`src/rtl/microwave_cook_ctrl_if.sv`:
```
// Front-panel and display bundle between the oven panel logic and the cook controller.
// The panel side drives keypad/buttons/door; the controller drives the digits and status.
interface microwave_cook_ctrl_if;
    logic [9:0] keypad;
    logic       startn;
    logic       stopn;
    logic       door_closed;
    logic [3:0] min_bcd;
    logic [3:0] sec_tens_bcd;
    logic [3:0] sec_ones_bcd;
    logic       mag_on;
    logic [2:0] state;
    logic       done;

    modport master (
        output keypad, startn, stopn, door_closed,
        input  min_bcd, sec_tens_bcd, sec_ones_bcd, mag_on, state, done
    );

    modport slave (
        input  keypad, startn, stopn, door_closed,
        output min_bcd, sec_tens_bcd, sec_ones_bcd, mag_on, state, done
    );
endinterface

```
`src/rtl/microwave_cook_ctrl.sv`:
```
// Microwave cook-cycle controller: keypad m:ss entry, start/stop/door sequencing
// and a once-per-second BCD countdown that gates the magnetron.
module microwave_cook_ctrl #(
    parameter int unsigned TICKS_PER_SEC = 100,
    parameter int unsigned PRESC_W       = 7
) (
    input  logic                 clk,
    input  logic                 clearn,
    microwave_cook_ctrl_if.slave bus
);

    typedef enum logic [2:0] {
        IDLE  = 3'd0,
        COOK  = 3'd1,
        PAUSE = 3'd2,
        DONE  = 3'd3
    } state_e;

    typedef struct packed {
        logic [3:0] min;
        logic [3:0] tens;
        logic [3:0] ones;
    } bcd_time_t;

    localparam logic [PRESC_W-1:0] PRESC_LAST = PRESC_W'(TICKS_PER_SEC - 1);

    state_e             state_q;
    bcd_time_t          time_q;
    logic [PRESC_W-1:0] presc_q;
    logic               mag_on_q;
    logic               done_q;
    logic               startn_q;
    logic               stopn_q;
    logic [9:0]         keypad_q;

    logic       start_ev;
    logic       stop_ev;
    logic       key_ev;
    logic [3:0] key_digit_d;
    logic [3:0] key_hits_d;
    bcd_time_t  time_dec_d;
    logic       time_zero;
    logic       dec_zero;

    assign start_ev = startn_q & ~bus.startn;
    assign stop_ev  = stopn_q & ~bus.stopn;

    // NOTE: every variable written in an always_comb gets a default first, so no latch is inferred.
    always_comb begin
        key_digit_d = 4'd0;
        key_hits_d  = 4'd0;
        for (int i = 0; i < 10; i++) begin
            if (bus.keypad[i]) begin
                key_digit_d = 4'(i);
                key_hits_d  = key_hits_d + 4'd1;
            end
        end
    end

    assign key_ev = (keypad_q == 10'd0) && (key_hits_d == 4'd1);

    always_comb begin
        time_dec_d = time_q;
        if (time_q.ones != 4'd0) begin
            time_dec_d.ones = time_q.ones - 4'd1;
        end else begin
            time_dec_d.ones = 4'd9;
            if (time_q.tens != 4'd0) begin
                time_dec_d.tens = time_q.tens - 4'd1;
            end else begin
                time_dec_d.tens = 4'd5;
                time_dec_d.min  = time_q.min - 4'd1;
            end
        end
    end

    assign time_zero = (time_q == '0);
    assign dec_zero  = (time_dec_d == '0);

    // NOTE: sequential state uses non-blocking assignments only, so every register sees pre-edge values.
    always_ff @(posedge clk) begin
        if (!clearn) begin
            state_q  <= IDLE;
            time_q   <= '0;
            presc_q  <= '0;
            mag_on_q <= 1'b0;
            done_q   <= 1'b0;
            // History follows the live inputs so a button held through reset is not a press.
            startn_q <= bus.startn;
            stopn_q  <= bus.stopn;
            keypad_q <= bus.keypad;
        end else begin
            startn_q <= bus.startn;
            stopn_q  <= bus.stopn;
            keypad_q <= bus.keypad;
            done_q   <= 1'b0;
            case (state_q)
                IDLE: begin
                    mag_on_q <= 1'b0;
                    if (stop_ev) begin
                        time_q <= '0;
                    end else if (start_ev) begin
                        if (bus.door_closed && !time_zero) begin
                            state_q  <= COOK;
                            presc_q  <= '0;
                            mag_on_q <= 1'b1;
                        end
                    end else if (key_ev) begin
                        time_q <= '{min: time_q.tens, tens: time_q.ones, ones: key_digit_d};
                    end
                end
                COOK: begin
                    // Door or stop beats a same-cycle decrement and drops the magnetron on this edge.
                    if (stop_ev || !bus.door_closed) begin
                        state_q  <= PAUSE;
                        mag_on_q <= 1'b0;
                    end else if (presc_q == PRESC_LAST) begin
                        presc_q <= '0;
                        time_q  <= time_dec_d;
                        if (dec_zero) begin
                            state_q  <= DONE;
                            done_q   <= 1'b1;
                            mag_on_q <= 1'b0;
                        end
                    end else begin
                        presc_q <= presc_q + PRESC_W'(1);
                    end
                end
                PAUSE: begin
                    mag_on_q <= 1'b0;
                    if (stop_ev) begin
                        state_q <= IDLE;
                        time_q  <= '0;
                    end else if (start_ev && bus.door_closed) begin
                        state_q  <= COOK;
                        presc_q  <= '0;
                        mag_on_q <= 1'b1;
                    end
                end
                DONE: begin
                    state_q  <= IDLE;
                    mag_on_q <= 1'b0;
                end
                default: begin
                    state_q  <= IDLE;
                    mag_on_q <= 1'b0;
                end
            endcase
        end
    end

    assign bus.min_bcd      = time_q.min;
    assign bus.sec_tens_bcd = time_q.tens;
    assign bus.sec_ones_bcd = time_q.ones;
    assign bus.mag_on       = mag_on_q;
    assign bus.state        = state_q;
    assign bus.done         = done_q;

endmodule

```
`src/flat_wrapper.sv`:
```
// flat-port wrapper written by rule: the top's interface ports become plain ports
module microwave_cook_ctrl_flat 
#(
    parameter int unsigned TICKS_PER_SEC = 100,
    parameter int unsigned PRESC_W       = 7
)
  (clk, clearn, bus_keypad, bus_startn, bus_stopn, bus_door_closed, bus_min_bcd, bus_sec_tens_bcd, bus_sec_ones_bcd, bus_mag_on, bus_state, bus_done);
  microwave_cook_ctrl_if bus_i ();
  input  logic clk;
  input  logic clearn;
  input wire logic [$bits(bus_i.keypad)-1:0] bus_keypad;
  input wire logic [$bits(bus_i.startn)-1:0] bus_startn;
  input wire logic [$bits(bus_i.stopn)-1:0] bus_stopn;
  input wire logic [$bits(bus_i.door_closed)-1:0] bus_door_closed;
  output wire logic [$bits(bus_i.min_bcd)-1:0] bus_min_bcd;
  output wire logic [$bits(bus_i.sec_tens_bcd)-1:0] bus_sec_tens_bcd;
  output wire logic [$bits(bus_i.sec_ones_bcd)-1:0] bus_sec_ones_bcd;
  output wire logic [$bits(bus_i.mag_on)-1:0] bus_mag_on;
  output wire logic [$bits(bus_i.state)-1:0] bus_state;
  output wire logic [$bits(bus_i.done)-1:0] bus_done;
  assign bus_i.keypad = bus_keypad;
  assign bus_i.startn = bus_startn;
  assign bus_i.stopn = bus_stopn;
  assign bus_i.door_closed = bus_door_closed;
  assign bus_min_bcd = bus_i.min_bcd;
  assign bus_sec_tens_bcd = bus_i.sec_tens_bcd;
  assign bus_sec_ones_bcd = bus_i.sec_ones_bcd;
  assign bus_mag_on = bus_i.mag_on;
  assign bus_state = bus_i.state;
  assign bus_done = bus_i.done;
  microwave_cook_ctrl #(.TICKS_PER_SEC(TICKS_PER_SEC), .PRESC_W(PRESC_W)) u_core (.clk(clk), .clearn(clearn), .bus(bus_i));
endmodule
```
`config.mk`:
```
export PLATFORM = sky130hd
export DESIGN_NAME = microwave_cook_ctrl_flat
export DESIGN_NICKNAME = d
export VERILOG_FILES = /design/src/rtl/microwave_cook_ctrl_if.sv /design/src/rtl/microwave_cook_ctrl.sv /design/src/flat_wrapper.sv
export SDC_FILE = /design/constraint.sdc
export NUM_CORES = 1
export LEC_CHECK = 0
export ABC_AREA = 1
export BUFFER_PORTS_ARGS = -buffer_cell sky130_fd_sc_hd__buf_2
export CAP_MARGIN = 20
export CORE_AREA = 4 4 93 95
export CTS_BUF_LIST = sky130_fd_sc_hd__clkbuf_16
export CTS_CLUSTER_SIZE = 24
export DETAILED_ROUTE_END_ITERATION = 8
export DIE_AREA = 0 0 97 99
export PLACE_DENSITY = 0.51
export SYNTH_ARGS = -nofsm -noshare
export SYNTH_HDL_FRONTEND = slang
export SYNTH_SLANG_ARGS = --single-unit
```
`constraint.sdc`:
```
create_clock -name clk -period 7.45 [get_ports clk]
set_input_delay 1.1175 -clock clk [delete_from_list [all_inputs] [get_ports clk]]
set_output_delay 1.1175 -clock clk [all_outputs]
set_load 0.02 [all_outputs]
```
Word-level counts from Yosys, hierarchy flattened
Cells that the tools add are included.
{"block": "word_totals", "register_bits": 36, "input_bits": 15, "out_inout_bits": 17, "elab_cells": 122}
{"block": "op_classes", "addsub": 13, "eq_ne": 17, "mux": 57, "n_bitwise": 7, "reduce_logical": 18}
{"cell": "two-way mux 12 bit", "count": 6}
{"cell": "two-way mux 4 bit", "count": 14}
{"cell": "two-way mux 7 bit", "count": 7}
{"cell": "two-way mux 3 bit", "count": 12}
{"cell": "case mux 12 bit (3 select lines)", "count": 1}
{"cell": "adder 4 x 1 -> 4 bit, second input constant", "count": 8}
{"cell": "zero test 12 bit", "count": 2}
{"cell": "case mux 7 bit (3 select lines)", "count": 1}
{"cell": "inequality test 3 x 1 -> 1 bit, second input constant", "count": 4}
{"cell": "AND reduction 6 bit", "count": 2}
{"cell": "subtractor 4 x 1 -> 4 bit, second input constant", "count": 3}
{"cell": "two-way mux 1 bit", "count": 11}
{"cell": "zero test 10 bit", "count": 1}
{"cell": "inequality test 2 x 1 -> 1 bit, second input constant", "count": 5}
{"cell": "case mux 3 bit (3 select lines)", "count": 1}
{"cell": "two-way mux 8 bit", "count": 1}
{"cell": "nonzero test 4 bit", "count": 2}
{"cell": "adder 7 x 1 -> 7 bit, second input constant", "count": 1}
{"cell": "== test 7 bit, second input constant", "count": 1}
{"cell": "AND reduction 7 bit", "count": 1}
{"cell": "inequality test 2 bit, second input constant", "count": 3}
{"cell": "NOT 1 bit", "count": 5}
{"cell": "== test 4 x 1 -> 1 bit, second input constant", "count": 1}
{"cell": "two-way mux 2 bit", "count": 2}
{"cell": "other kinds (13)", "count": 17}

Depth between registers and ports, before layout
Gate-level depths: netlist (run 1).
{"block": "logic_depth", "word_depth": 25, "mapped_depth": 39, "depth_no_buf": 38}

Worst setup path before layout (run 1)
No wires, ideal clock.
{"block": "synth_path", "path_kind": "input port to flip-flop", "startpoint": "input bus_keypad[1]", "endpoint": "register u_core.time_q (netlist bit u_core.bus.sec_ones_bcd[0])", "setup_time_ps": 113, "t_arrival_ps": 5824, "required_ps": 7337, "path_slack_ps": 1514, "cell_stages": 34, "path_buffers": 1, "path_cell_list": "inv_1 ha_1 inv_1 nand2_1 nand2_1 ha_1 nand2_1 nand2_1 ha_1 or2_1 nand2_1 inv_1 ha_1 nand2_1 nand2_1 ha_1 or2_2 nand2_1 inv_2 ha_1 nand2_1 nand2_1 ha_1 or2_2 nand2_1 inv_1 ha_1 o21ai_0 nand2_1 o21bai_4 nand2_2 buf_6 nor2_1 nor2_1"}
{"block": "synth_via", "elab_chain_cells": 21, "elab_cells_between_ends": 34, "classes_between": "8 x add/sub; 2 x eq/ne; 22 x mux; 2 x reduce/logical"}
{"element": "from (decl)", "line": "flat_wrapper.sv:11", "source": "input wire logic [$bits(bus_i.keypad)-1:0] bus_keypad;"}
{"element": "two-way mux 4 bit", "line": "microwave_cook_ctrl.sv:53", "source": "if (bus.keypad[i]) begin"}
{"element": "adder 4 x 1 -> 4 bit", "line": "microwave_cook_ctrl.sv:55", "source": "key_hits_d = key_hits_d + 4'd1;"}
{"element": "two-way mux 4 bit", "line": "microwave_cook_ctrl.sv:53"}
{"element": "adder 4 x 1 -> 4 bit", "line": "microwave_cook_ctrl.sv:55"}
{"element": "two-way mux 4 bit", "line": "microwave_cook_ctrl.sv:53"}
{"element": "adder 4 x 1 -> 4 bit", "line": "microwave_cook_ctrl.sv:55"}
{"element": "two-way mux 4 bit", "line": "microwave_cook_ctrl.sv:53"}
{"element": "adder 4 x 1 -> 4 bit", "line": "microwave_cook_ctrl.sv:55"}
{"element": "(+5 left out)"}
{"element": "adder 4 x 1 -> 4 bit", "line": "microwave_cook_ctrl.sv:55"}
{"element": "two-way mux 4 bit", "line": "microwave_cook_ctrl.sv:53"}
{"element": "adder 4 x 1 -> 4 bit", "line": "microwave_cook_ctrl.sv:55"}
{"element": "two-way mux 4 bit", "line": "microwave_cook_ctrl.sv:53"}
{"element": "== test 4 x 1 -> 1 bit", "line": "microwave_cook_ctrl.sv:60", "source": "assign key_ev = (keypad_q == 10'd0) && (key_hits_d == 4'd1);"}
{"element": "logical AND 1 bit", "line": "microwave_cook_ctrl.sv:60"}
{"element": "inequality test 3 x 1 -> 1 bit (no source line)"}
{"element": "AND reduction 6 bit (no source line)"}
{"element": "to (signal assigned)", "line": "microwave_cook_ctrl.sv:109", "source": "time_q <= '{min: time_q.tens, tens: time_q.ones, ones: key_digit_d};"}
{"element": "to (signal assigned)", "line": "microwave_cook_ctrl.sv:119", "source": "time_q <= time_dec_d;"}
{"element": "to (decl)", "line": "microwave_cook_ctrl.sv:28", "source": "bcd_time_t time_q;"}
Several ways; a longest one is shown, not always the timed one. The select of a mux whose other input is x is not followed.
A chain may end at the register's enable or synchronous reset.

Worst setup path in the final report (run 1)
{"block": "layout_path", "startpoint": "input bus_keypad[1]", "endpoint": "register u_core.time_q (netlist bit u_core.bus.sec_tens_bcd[2])"}
{"block": "layout_via", "elab_chain_cells": 21}
{"element": "two-way mux 4 bit (*)", "line": "microwave_cook_ctrl.sv:53"}
{"element": "adder 4 x 1 -> 4 bit", "line": "microwave_cook_ctrl.sv:55"}
{"element": "two-way mux 4 bit (*)", "line": "microwave_cook_ctrl.sv:53"}
{"element": "adder 4 x 1 -> 4 bit", "line": "microwave_cook_ctrl.sv:55"}
{"element": "two-way mux 4 bit (*)", "line": "microwave_cook_ctrl.sv:53"}
{"element": "adder 4 x 1 -> 4 bit", "line": "microwave_cook_ctrl.sv:55"}
{"element": "two-way mux 4 bit (*)", "line": "microwave_cook_ctrl.sv:53"}
{"element": "adder 4 x 1 -> 4 bit", "line": "microwave_cook_ctrl.sv:55"}
{"element": "(+5 left out)"}
{"element": "adder 4 x 1 -> 4 bit", "line": "microwave_cook_ctrl.sv:55"}
{"element": "two-way mux 4 bit (*)", "line": "microwave_cook_ctrl.sv:53"}
{"element": "adder 4 x 1 -> 4 bit", "line": "microwave_cook_ctrl.sv:55"}
{"element": "two-way mux 4 bit (*)", "line": "microwave_cook_ctrl.sv:53"}
{"element": "== test 4 x 1 -> 1 bit (*)", "line": "microwave_cook_ctrl.sv:60"}
{"element": "logical AND 1 bit (*)", "line": "microwave_cook_ctrl.sv:60"}
{"element": "inequality test 3 x 1 -> 1 bit (no source line) (*)"}
{"element": "AND reduction 6 bit (no source line) (*)"}
Every way passes the cells marked *; elsewhere a longest branch is shown, timed or not.

==> results.sh, run 1 <==
export IMPL_synth_ff_type="dfxtp_1"
export IMPL_clockBufferDepth=2
export IMPL_worstPathArrival_ps=6470
export IMPL_hold_buffers=0
export IMPL_synthTopCellsByArea="dfxtp_1, nand2_1, inv_1"
export IMPL_htree_levels=2
export IMPL_cts_root_buf="clkbuf_16"
export IMPL_rsz0062_at_grt="false"
export IMPL_crit_family="simple AND/OR/NAND/NOR gates"
export IMPL_die_area_mm2=0.00960
export IMPL_cts_made_buffers=5
export IMPL_min_path_type="reg -> reg"
export IMPL_tns_ps=0
export IMPL_r2r_start="u_core.bus.sec_ones_bcd[0]"
export IMPL_seq_area_frac_synth_pct=26.3
export IMPL_fmax_mhz=159
export IMPL_stdcell_area_mm2=0.00305
export IMPL_core_mm2=0.00773
export IMPL_wire_per_inst_um=11.3
export IMPL_leakage_nw=1.56
export IMPL_routed_wl_um=6130
export IMPL_cp_required_ps=7620
export IMPL_slew_headroom_pct=65.1
export IMPL_crit_end="u_core.bus.sec_tens_bcd[2]"
export IMPL_synth_warnings=0
export IMPL_synth_seq_cells=35
export IMPL_antenna_found_initial=0
export IMPL_crit_top_cell="nand2_1"
export IMPL_crit_fanout=13
export IMPL_gr_total_overflow=0
export IMPL_synth_compound_area_share_pct=11.7
export IMPL_drc=0
export IMPL_clock_skew_ps=8.29
export IMPL_grt_max_degree=18
export IMPL_max_cap_violations=0
export IMPL_die_h_um=99
export IMPL_synth_top_area_cell="dfxtp_1"
export IMPL_crit_type="in -> reg"
export IMPL_antennaDiodeCount=0
export IMPL_fin_nets=472
export IMPL_drt_iter0_drc=77
export IMPL_crit_start="bus_keypad[1]"
export IMPL_post_cts_buffers=0
export IMPL_status="finished, final reports clean"
export IMPL_dp_cells=536
export IMPL_avgSynthCellArea_um2=6.51
export IMPL_area_delta_synth_final_pct=14.6
export IMPL_synth_top_cell_area_share_pct=26.3
export IMPL_peakVddDrop_mv=0.175
export IMPL_postPlaceCellArea_mm2=0.00291
export IMPL_fin_crit_sh_pct=84.6
export IMPL_cts_tree="built"
export IMPL_die_w_um=97
export IMPL_reg2reg_slack_ps=4880
export IMPL_worst_pin_slew_ps=520
export IMPL_use_met3_pct=2.90
export IMPL_setup_ws_ps=1150
export IMPL_report_final_slew_viol_count=0
export IMPL_final_cell_count_no_fill=544
export IMPL_ys_types=41
export IMPL_final_common_cell="nand2_1"
export IMPL_cp_end_kind="register"
export IMPL_drive_gt1_share_pct=18.6
export IMPL_synthSimpleGateAreaFrac_pct=41.5
export IMPL_row_count=32
export IMPL_cp_start_kind="primary input"
export IMPL_place_gp_congestion=0.853
export IMPL_path_depth=38
export IMPL_grtUsageMet2_pct=21.6
export IMPL_crit_buf_inv=8
export IMPL_r2r_cells=11
export IMPL_synthAdderAreaFrac_pct=7.52
export IMPL_final_cell_mix="nand2_1, inv_1, nor2_1, dfxtp_1, nand3_1"
export IMPL_synth_edf_count=0
export IMPL_cpPeakStageDelay_ps=360
export IMPL_first_global_vias=2412
export IMPL_netlist_area_mm2=0.00266
export IMPL_grt_usage_pct=13.2
export IMPL_path_clk_slew_ps=60
export IMPL_synth_top_family_by_area="simple AND/OR/NAND/NOR gates"
export IMPL_p_per_area_mw_per_mm2=354
export IMPL_critPathSlowestCell="ha_1"
export IMPL_synth_xor_area_share_pct=1.97
export IMPL_start_util_pct=34.5
export IMPL_portBuffers=30
export IMPL_clock_sinks=35
export IMPL_dr_pass1_iters=4
export IMPL_place_ws_ps=868
export IMPL_grt_most_used_layer="met2"
export IMPL_synth_nets=440
export IMPL_design_portCount=32
export IMPL_grt_util_met1_pct=17.5
export IMPL_period_needed_ps=6300
export IMPL_final_setup_viol_count=0
export IMPL_synthArstFlopShare_pct=0
export IMPL_cts_resized_gates=0
export IMPL_synthMuxAreaShare_pct=0
export IMPL_grt_pass1_wl_um=10700
export IMPL_clock_latency_ps=280
export IMPL_drtAntennaViolNets=0
export IMPL_hpwlAfterDp_um=4890
export IMPL_vias=2538
export IMPL_final_hold_violation_count=0
export IMPL_viasPerCell=4.67
export IMPL_r2r_end="u_core.presc_q[4]"
export IMPL_syn_inst=409
## sequential cells by signal, summed over array words and instances, names as in the netlist
signal and cells:
u_core.startn_q 1, u_core.bus.mag_on 1, u_core.keypad_q 10, u_core.bus.state 2, u_core.stopn_q 1, u_core.presc_q 7, u_core.bus.sec_ones_bcd 4, u_core.bus.done 1
u_core.bus.sec_tens_bcd 4, u_core.bus.min_bcd 4
## kinds of logic (layout without fill, tap and decap cells)
kind of cell             after synthesis  count (layout)
buffers and inverters                 72             105
XOR/XNOR                               6               6
flip-flops                            35              35
AO/OA/AOI/OAI                         51              51
adder cells (fa/ha/maj)               16              16
other                                  1               1
AND/OR/NAND/NOR                      228             228
## metrics by stage
| stage | total power, mW | hold slack, ps | util, % |
|---|---|---|---|
| floorplan | 0.752 | 456 | - |
| global placement | 0.887 | 480 | 37.6 |
| detailed placement | 0.882 | 478 | 37.6 |
| CTS | 1.09 | 490 | 39.5 |
| global route | 1.20 | 524 | 39.5 |
| finish | 1.08 | 486 | 39.5 |
## power by group
group	switching (mW)	leakage, nW	internal, mW
combinational	0.394	1.19	0.209
sequential	0.0463	0.290	0.230
clock	0.0793	0.0726	0.122
total	0.519	1.56	0.561
## cells in the mapped netlist, types with 5 or more instances
library cell and count:
nand3_2 11, nor3_1 8, nand3_1 33, a22oi_1 5
nand2_2 19, o21ai_0 17, nand2_1 92, nor2_1 46
dfxtp_1 35, ha_1 16, a21oi_1 17, inv_1 62
xor2_1 6
## routing by layer
layer,up-vias,share of wire [%]
met4,0,0.93
met2,53,44
met1,1102,50
met3,6,4.8
li1,1377,-
met5,-,0
## how the worst min path moves through the flow
stage                            startpoint                 to  cells past startpoint
final                     u_core.presc_q[1]  u_core.presc_q[1]                      2
after global placement    u_core.presc_q[0]  u_core.presc_q[0]                      2
after global routing      u_core.presc_q[1]  u_core.presc_q[1]                      2
after floorplan           u_core.presc_q[1]  u_core.presc_q[1]                      2
after CTS                 u_core.presc_q[1]  u_core.presc_q[1]                      2
after detailed placement  u_core.presc_q[1]  u_core.presc_q[1]                      2
## worst register-to-register path, stage by stage, from the launching register on
cell and delay [ps]:
dfxtp_1 360, nor2_1 190, nand3_1 250, nor3_2 300
inv_2 70, nor3_4 240, nand4_1 190, nand2_1 100
nand2_1 100, nand2_2 160, o21ai_1 190, a2111oi_2 320
## area by class of cell
type	count	area (um2)
fillers	827	4680
clock inverters	3	16.3
multi-input cells	302	1680
well taps	102	128
repair buffers	31	158
inverters	66	248
flip-flops and latches	35	701
clock buffers	5	125
(Power assumes the default switching activity.)
==> run 2, diff against run 1 <==
--- a/config.mk
+++ b/config.mk
@@ -13,7 +13,7 @@
 export CTS_CLUSTER_SIZE = 24
 export DETAILED_ROUTE_END_ITERATION = 8
 export DIE_AREA = 0 0 97 99
-export PLACE_DENSITY = 0.51
+export PLACE_DENSITY = 0.53
 export SYNTH_ARGS = -nofsm -noshare
 export SYNTH_HDL_FRONTEND = slang
 export SYNTH_SLANG_ARGS = --single-unit
==> constraint.sdc (replaced) <==
create_clock -name clk -period 5.38 [get_ports clk]
set_input_delay 0.807 -clock clk [delete_from_list [all_inputs] [get_ports clk]]
set_output_delay 0.807 -clock clk [all_outputs]
set_load 0.02 [all_outputs]
==> run 2 against run 1 <==
Critical path depth increased by 1. Count of clock-buffer cells in the layout did not move. Clock power up 36%. Final cell count is 3.3% higher. Sequential share of layout area shrank 2.2 points. Register-to-register slack got worse by 2100 ps. Clock skew is 1.7 ps lower. Wire length up 7.6%. Flip-flop and latch count unchanged. Global-route usage up 0.31 points. Utilization up 4.2 points. Design area up 11%. Largest power group unchanged.
==> results.sh, run 2 (same netlist as run 1, synthesis figures left out) <==
export IMPL_status="finished, final reports clean"
export IMPL_first_global_vias=2481
export IMPL_clock_latency_ps=280
export IMPL_postPlaceCellArea_mm2=0.00302
export IMPL_cpPeakStageDelay_ps=280
export IMPL_portBuffers=30
export IMPL_worstPathArrival_ps=5350
export IMPL_clock_skew_ps=6.54
export IMPL_crit_top_cell="nand2_2"
export IMPL_start_util_pct=34.5
export IMPL_worst_pin_slew_ps=576
export IMPL_final_hold_violation_count=0
export IMPL_hold_buffers=0
export IMPL_final_cell_count_no_fill=562
export IMPL_cp_required_ps=5560
export IMPL_reg_top3="u_core.keypad_q x10, u_core.presc_q x7"
export IMPL_wire_per_inst_um=11.7
export IMPL_cts_made_buffers=5
export IMPL_hpwlAfterDp_um=5020
export IMPL_place_gp_congestion=0.816
export IMPL_max_cap_violations=0
export IMPL_report_final_slew_viol_count=0
export IMPL_area_delta_synth_final_pct=26.8
export IMPL_routed_wl_um=6600
export IMPL_drc=0
export IMPL_drtAntennaViolNets=0
export IMPL_path_clk_slew_ps=60
export IMPL_vias=2627
export IMPL_cp_start_kind="primary input"
export IMPL_crit_type="in -> reg"
export IMPL_final_common_cell="nand2_1"
export IMPL_p_per_area_mw_per_mm2=480
export IMPL_dp_cells=546
export IMPL_period_needed_ps=5170
export IMPL_antenna_found_initial=0
export IMPL_cts_tree="built"
export IMPL_final_setup_viol_count=0
export IMPL_viasPerCell=4.67
export IMPL_largest_reg_flops=10
export IMPL_grt_pass1_wl_um=11100
export IMPL_fin_nets=490
export IMPL_design_portCount=32
export IMPL_place_ws_ps=-353
export IMPL_crit_fanout=6
export IMPL_final_cell_mix="nand2_1, inv_1, nor2_1, dfxtp_1, nand3_1"
export IMPL_fmax_mhz=193
export IMPL_hold_path_depth=2
export IMPL_drt_iter0_drc=90
export IMPL_cts_root_buf="clkbuf_16"
export IMPL_htree_levels=2
export IMPL_cp_end_kind="register"
export IMPL_die_h_um=99
export IMPL_clockBufferDepth=2
export IMPL_grt_usage_pct=13.5
export IMPL_fin_crit_sh_pct=96.1
export IMPL_critPathSlowestCell="o21bai_4"
export IMPL_slew_headroom_pct=61.3
export IMPL_die_w_um=97
export IMPL_clock_sinks=35
export IMPL_multiInputGateArea_mm2=0.00186
export IMPL_seqCellArea_um2=701
export IMPL_setup_ws_ps=210
export IMPL_leakage_nw=1.67
export IMPL_core_mm2=0.00773
export IMPL_dr_pass1_iters=4
export IMPL_peakVddDrop_mv=0.326
export IMPL_min_path_type="reg -> reg"
export IMPL_die_area_mm2=0.00960
export IMPL_drive_gt1_share_pct=28.7
export IMPL_r2r_cells=14
export IMPL_grt_max_degree=18
export IMPL_stdcell_area_mm2=0.00338
export IMPL_row_count=32
export IMPL_postLayoutCoreUtil_pct=43.7
export IMPL_antennaDiodeCount=0
export IMPL_regMostFlops="u_core.keypad_q"
export IMPL_gr_total_overflow=0
export IMPL_num_fill_cells=792
-- run 2: changes by cell type in the layout (fill, tap and decap cells not counted), sizes merged --
cell,previous run,this run
nand2,112,113
clkinvlp,0,1
buf,31,48
clkinv,2,1
-- run 2: power by group --
part | total, mW | switching (mW) | internal, mW
Sequential | 0.387 | 0.0683 | 0.319
Combinational | 0.958 | 0.605 | 0.353
Clock | 0.274 | 0.106 | 0.169
Total | 1.62 | 0.779 | 0.840
-- run 2: path summary, 6_finish.rpt --
| path | from | endpoint | slack, ps |
|---|---|---|---|
| min reg2reg | u_core.presc_q[0] | u_core.presc_q[0] | 490 |
| max reg2reg | u_core.bus.sec_ones_bcd[0] | u_core.bus.state[1] | 2790 |
| max | bus_keypad[1] | u_core.bus.sec_ones_bcd[3] | 210 |
| min | u_core.presc_q[0] | u_core.presc_q[0] | 490 |
-- run 2: area by class of cell --
class	count	share of cell area (%)
sequential	35	20.8
multi-input combinational	303	55.0
tap	102	3.78
clock buffer	5	3.71
clock inverter	3	0.482
inverter	66	7.34
timing repair buffer	48	8.93
-- run 2: repair_timing --
action,4_1_cts,5_1_grt
endpoints found under the hold margin,0,0
resized for setup,4,33
pin swaps,1,17
setup endpoints to repair,11,12
buffers inserted,0,6
gates cloned,0,2
-- run 2: layer usage --
metal	part of all wire [%]	track usage [%]	vias to the layer above
met5	0	0	-
met4	0.26	3.02	0
met3	4.0	3.11	2
met2	46	21.5	48
met1	50	18.4	1163
li1	-	-	1414
-- run 2: through the flow --
step	hold slack, ps	TNS, ps	power (mW)
finish	487	0	1.62
detailed placement	476	-3930	1.25
global route	521	-178	1.78
CTS	487	0	1.54
global placement	473	-2760	1.25
floorplan	456	0	1.05
-- run 2: worst max-delay path: cells and delay by family --
| kind | cells | cell delay [ps] |
|---|---|---|
| AND/OR/NAND/NOR | 21 | 1930 |
| adder cells (fa/ha/maj) | 8 | 1800 |
| AO/OA/AOI/OAI | 1 | 280 |
| buffers and inverters | 9 | 560 |
==> run 3, diff against run 2 <==
--- a/config.mk
+++ b/config.mk
@@ -8,12 +8,13 @@
 export ABC_AREA = 1
 export BUFFER_PORTS_ARGS = -buffer_cell sky130_fd_sc_hd__buf_2
 export CAP_MARGIN = 20
-export CORE_AREA = 4 4 93 95
+export CORE_AREA = 4 4 78 80
 export CTS_BUF_LIST = sky130_fd_sc_hd__clkbuf_16
 export CTS_CLUSTER_SIZE = 24
 export DETAILED_ROUTE_END_ITERATION = 8
-export DIE_AREA = 0 0 97 99
-export PLACE_DENSITY = 0.53
+export DIE_AREA = 0 0 82 84
+export GPL_ROUTABILITY_DRIVEN = 0
+export PLACE_DENSITY = 0.72
 export SYNTH_ARGS = -nofsm -noshare
 export SYNTH_HDL_FRONTEND = slang
 export SYNTH_SLANG_ARGS = --single-unit
==> run 3 against run 2 <==
Via count is 6.1% higher. Clock power hardly changed. Critical path type unchanged. Flip-flop and latch count stayed put. Wire length is 2.2% higher. Fmax is 1.9% lower.
==> results.sh, run 3 (same netlist as run 1, synthesis figures left out) <==
export IMPL_place_ws_ps=-350
export IMPL_crit_top_cell="nand2_2"
export IMPL_critPathSlowestCell="ha_1"
export IMPL_antenna_found_initial=0
export IMPL_cts_made_buffers=5
export IMPL_drtAntennaViolNets=0
export IMPL_total_power_mw=1.67
export IMPL_grt_pass1_wl_um=11100
export IMPL_final_cell_count_no_fill=547
export IMPL_final_setup_viol_count=0
export IMPL_cp_end_kind="register"
export IMPL_worstPathArrival_ps=5440
export IMPL_grt_usage_pct=19.8
export IMPL_drt_iter0_drc=116
export IMPL_gr_total_overflow=0
export IMPL_routed_wl_um=6740
export IMPL_report_final_slew_viol_count=0
export IMPL_die_h_um=84
export IMPL_clock_skew_ps=7.36
export IMPL_cp_start_kind="primary input"
export IMPL_stdcell_area_mm2=0.00347
export IMPL_clockBufferDepth=2
export IMPL_cp_required_ps=5550
export IMPL_start_util_pct=49.3
export IMPL_slew_headroom_pct=64.2
export IMPL_die_area_mm2=0.00689
export IMPL_p_per_area_mw_per_mm2=480
export IMPL_fin_crit_sh_pct=98.0
export IMPL_die_w_um=82
export IMPL_worst_pin_slew_ps=534
export IMPL_status="finished, final reports clean"
export IMPL_leakage_nw=1.74
export IMPL_clock_sinks=35
export IMPL_htree_levels=2
export IMPL_portBuffers=30
export IMPL_cts_root_buf="clkbuf_16"
export IMPL_min_path_type="reg -> reg"
export IMPL_antennaDiodeCount=0
export IMPL_viasPerCell=5.10
export IMPL_peakVddDrop_mv=0.375
export IMPL_multiInputGateArea_mm2=0.00186
export IMPL_period_needed_ps=5270
export IMPL_dp_cells=519
export IMPL_largest_reg_flops=10
export IMPL_wire_per_inst_um=12.3
export IMPL_clock_latency_ps=280
export IMPL_seqCellArea_um2=701
export IMPL_fin_nets=505
export IMPL_vias=2788
export IMPL_tns_ps=0
export IMPL_setup_ws_ps=109
export IMPL_reg2reg_slack_ps=2820
export IMPL_final_hold_violation_count=0
export IMPL_fmax_mhz=190
export IMPL_cpPeakStageDelay_ps=300
export IMPL_regMostFlops="u_core.keypad_q"
export IMPL_max_cap_violations=0
export IMPL_final_cell_mix="nand2_1, inv_1, nor2_1, dfxtp_1, buf_4"
export IMPL_hpwlAfterDp_um=4800
export IMPL_crit_type="in -> reg"
export IMPL_row_count=27
export IMPL_reg_top3="u_core.keypad_q x10, u_core.presc_q x7"
export IMPL_dr_pass1_iters=5
export IMPL_area_delta_synth_final_pct=30.4
export IMPL_drc=0
export IMPL_cts_tree="built"
export IMPL_drive_gt1_share_pct=31.4
export IMPL_postPlaceCellArea_mm2=0.00300
export IMPL_final_common_cell="nand2_1"
export IMPL_crit_fanout=6
export IMPL_whs_ps=496
export IMPL_grt_max_degree=18
export IMPL_num_fill_cells=473
export IMPL_design_portCount=32
export IMPL_first_global_vias=2641
export IMPL_core_mm2=0.00541
export IMPL_path_clk_slew_ps=60
export IMPL_postLayoutCoreUtil_pct=64.2
==> run 3: worst paths after layout <==
check / from / to / cells past startpoint
setup / recovery: bus_keypad[1] / u_core.bus.sec_tens_bcd[3] / 39
hold / removal: u_core.presc_q[0] / u_core.presc_q[0] / 2
setup reg to reg: u_core.bus.sec_ones_bcd[0] / u_core.bus.state[1] / 14
hold reg to reg: u_core.presc_q[0] / u_core.presc_q[0] / 2
==> run 3: timing repair <==
item,in CTS,in global routing
gates cloned,2,0
gates resized for setup,11,36
setup endpoints to repair,12,12
hold buffers,0,0
pin swaps,9,21
setup buffers,15,4
==> run 3: final cells by class <==
type                    instances  share of cell area [%]
clock buffers                   5                    3.60
clock inverters                 3                   0.468
well taps                      72                    2.59
repair buffers                 63                    12.3
multi-input cells             303                    53.5
flip-flops and latches         35                    20.2
inverters                      66                    7.35
==> run 3: worst max-delay path: cells and delay by family <==
family | cells | cell delay [ps]
simple gates | 21 | 1920
fa+ha+maj | 8 | 1860
buf+inv | 9 | 570
compound gates | 1 | 260
==> run 3: per-layer routing <==
metal,global-route usage (%),wire (um),vias to the layer above
met5,0,0,-
met4,6.04,108,0
met3,3.13,248,11
met2,32.3,3270,53
met1,26.2,3110,1285
li1,-,-,1439
==> run 3: power breakdown <==
part	switching (mW)	internal (mW)	total, mW
clock network	0.108	0.169	0.276
registers	0.0671	0.319	0.386
logic	0.624	0.379	1.00
total	0.799	0.867	1.67
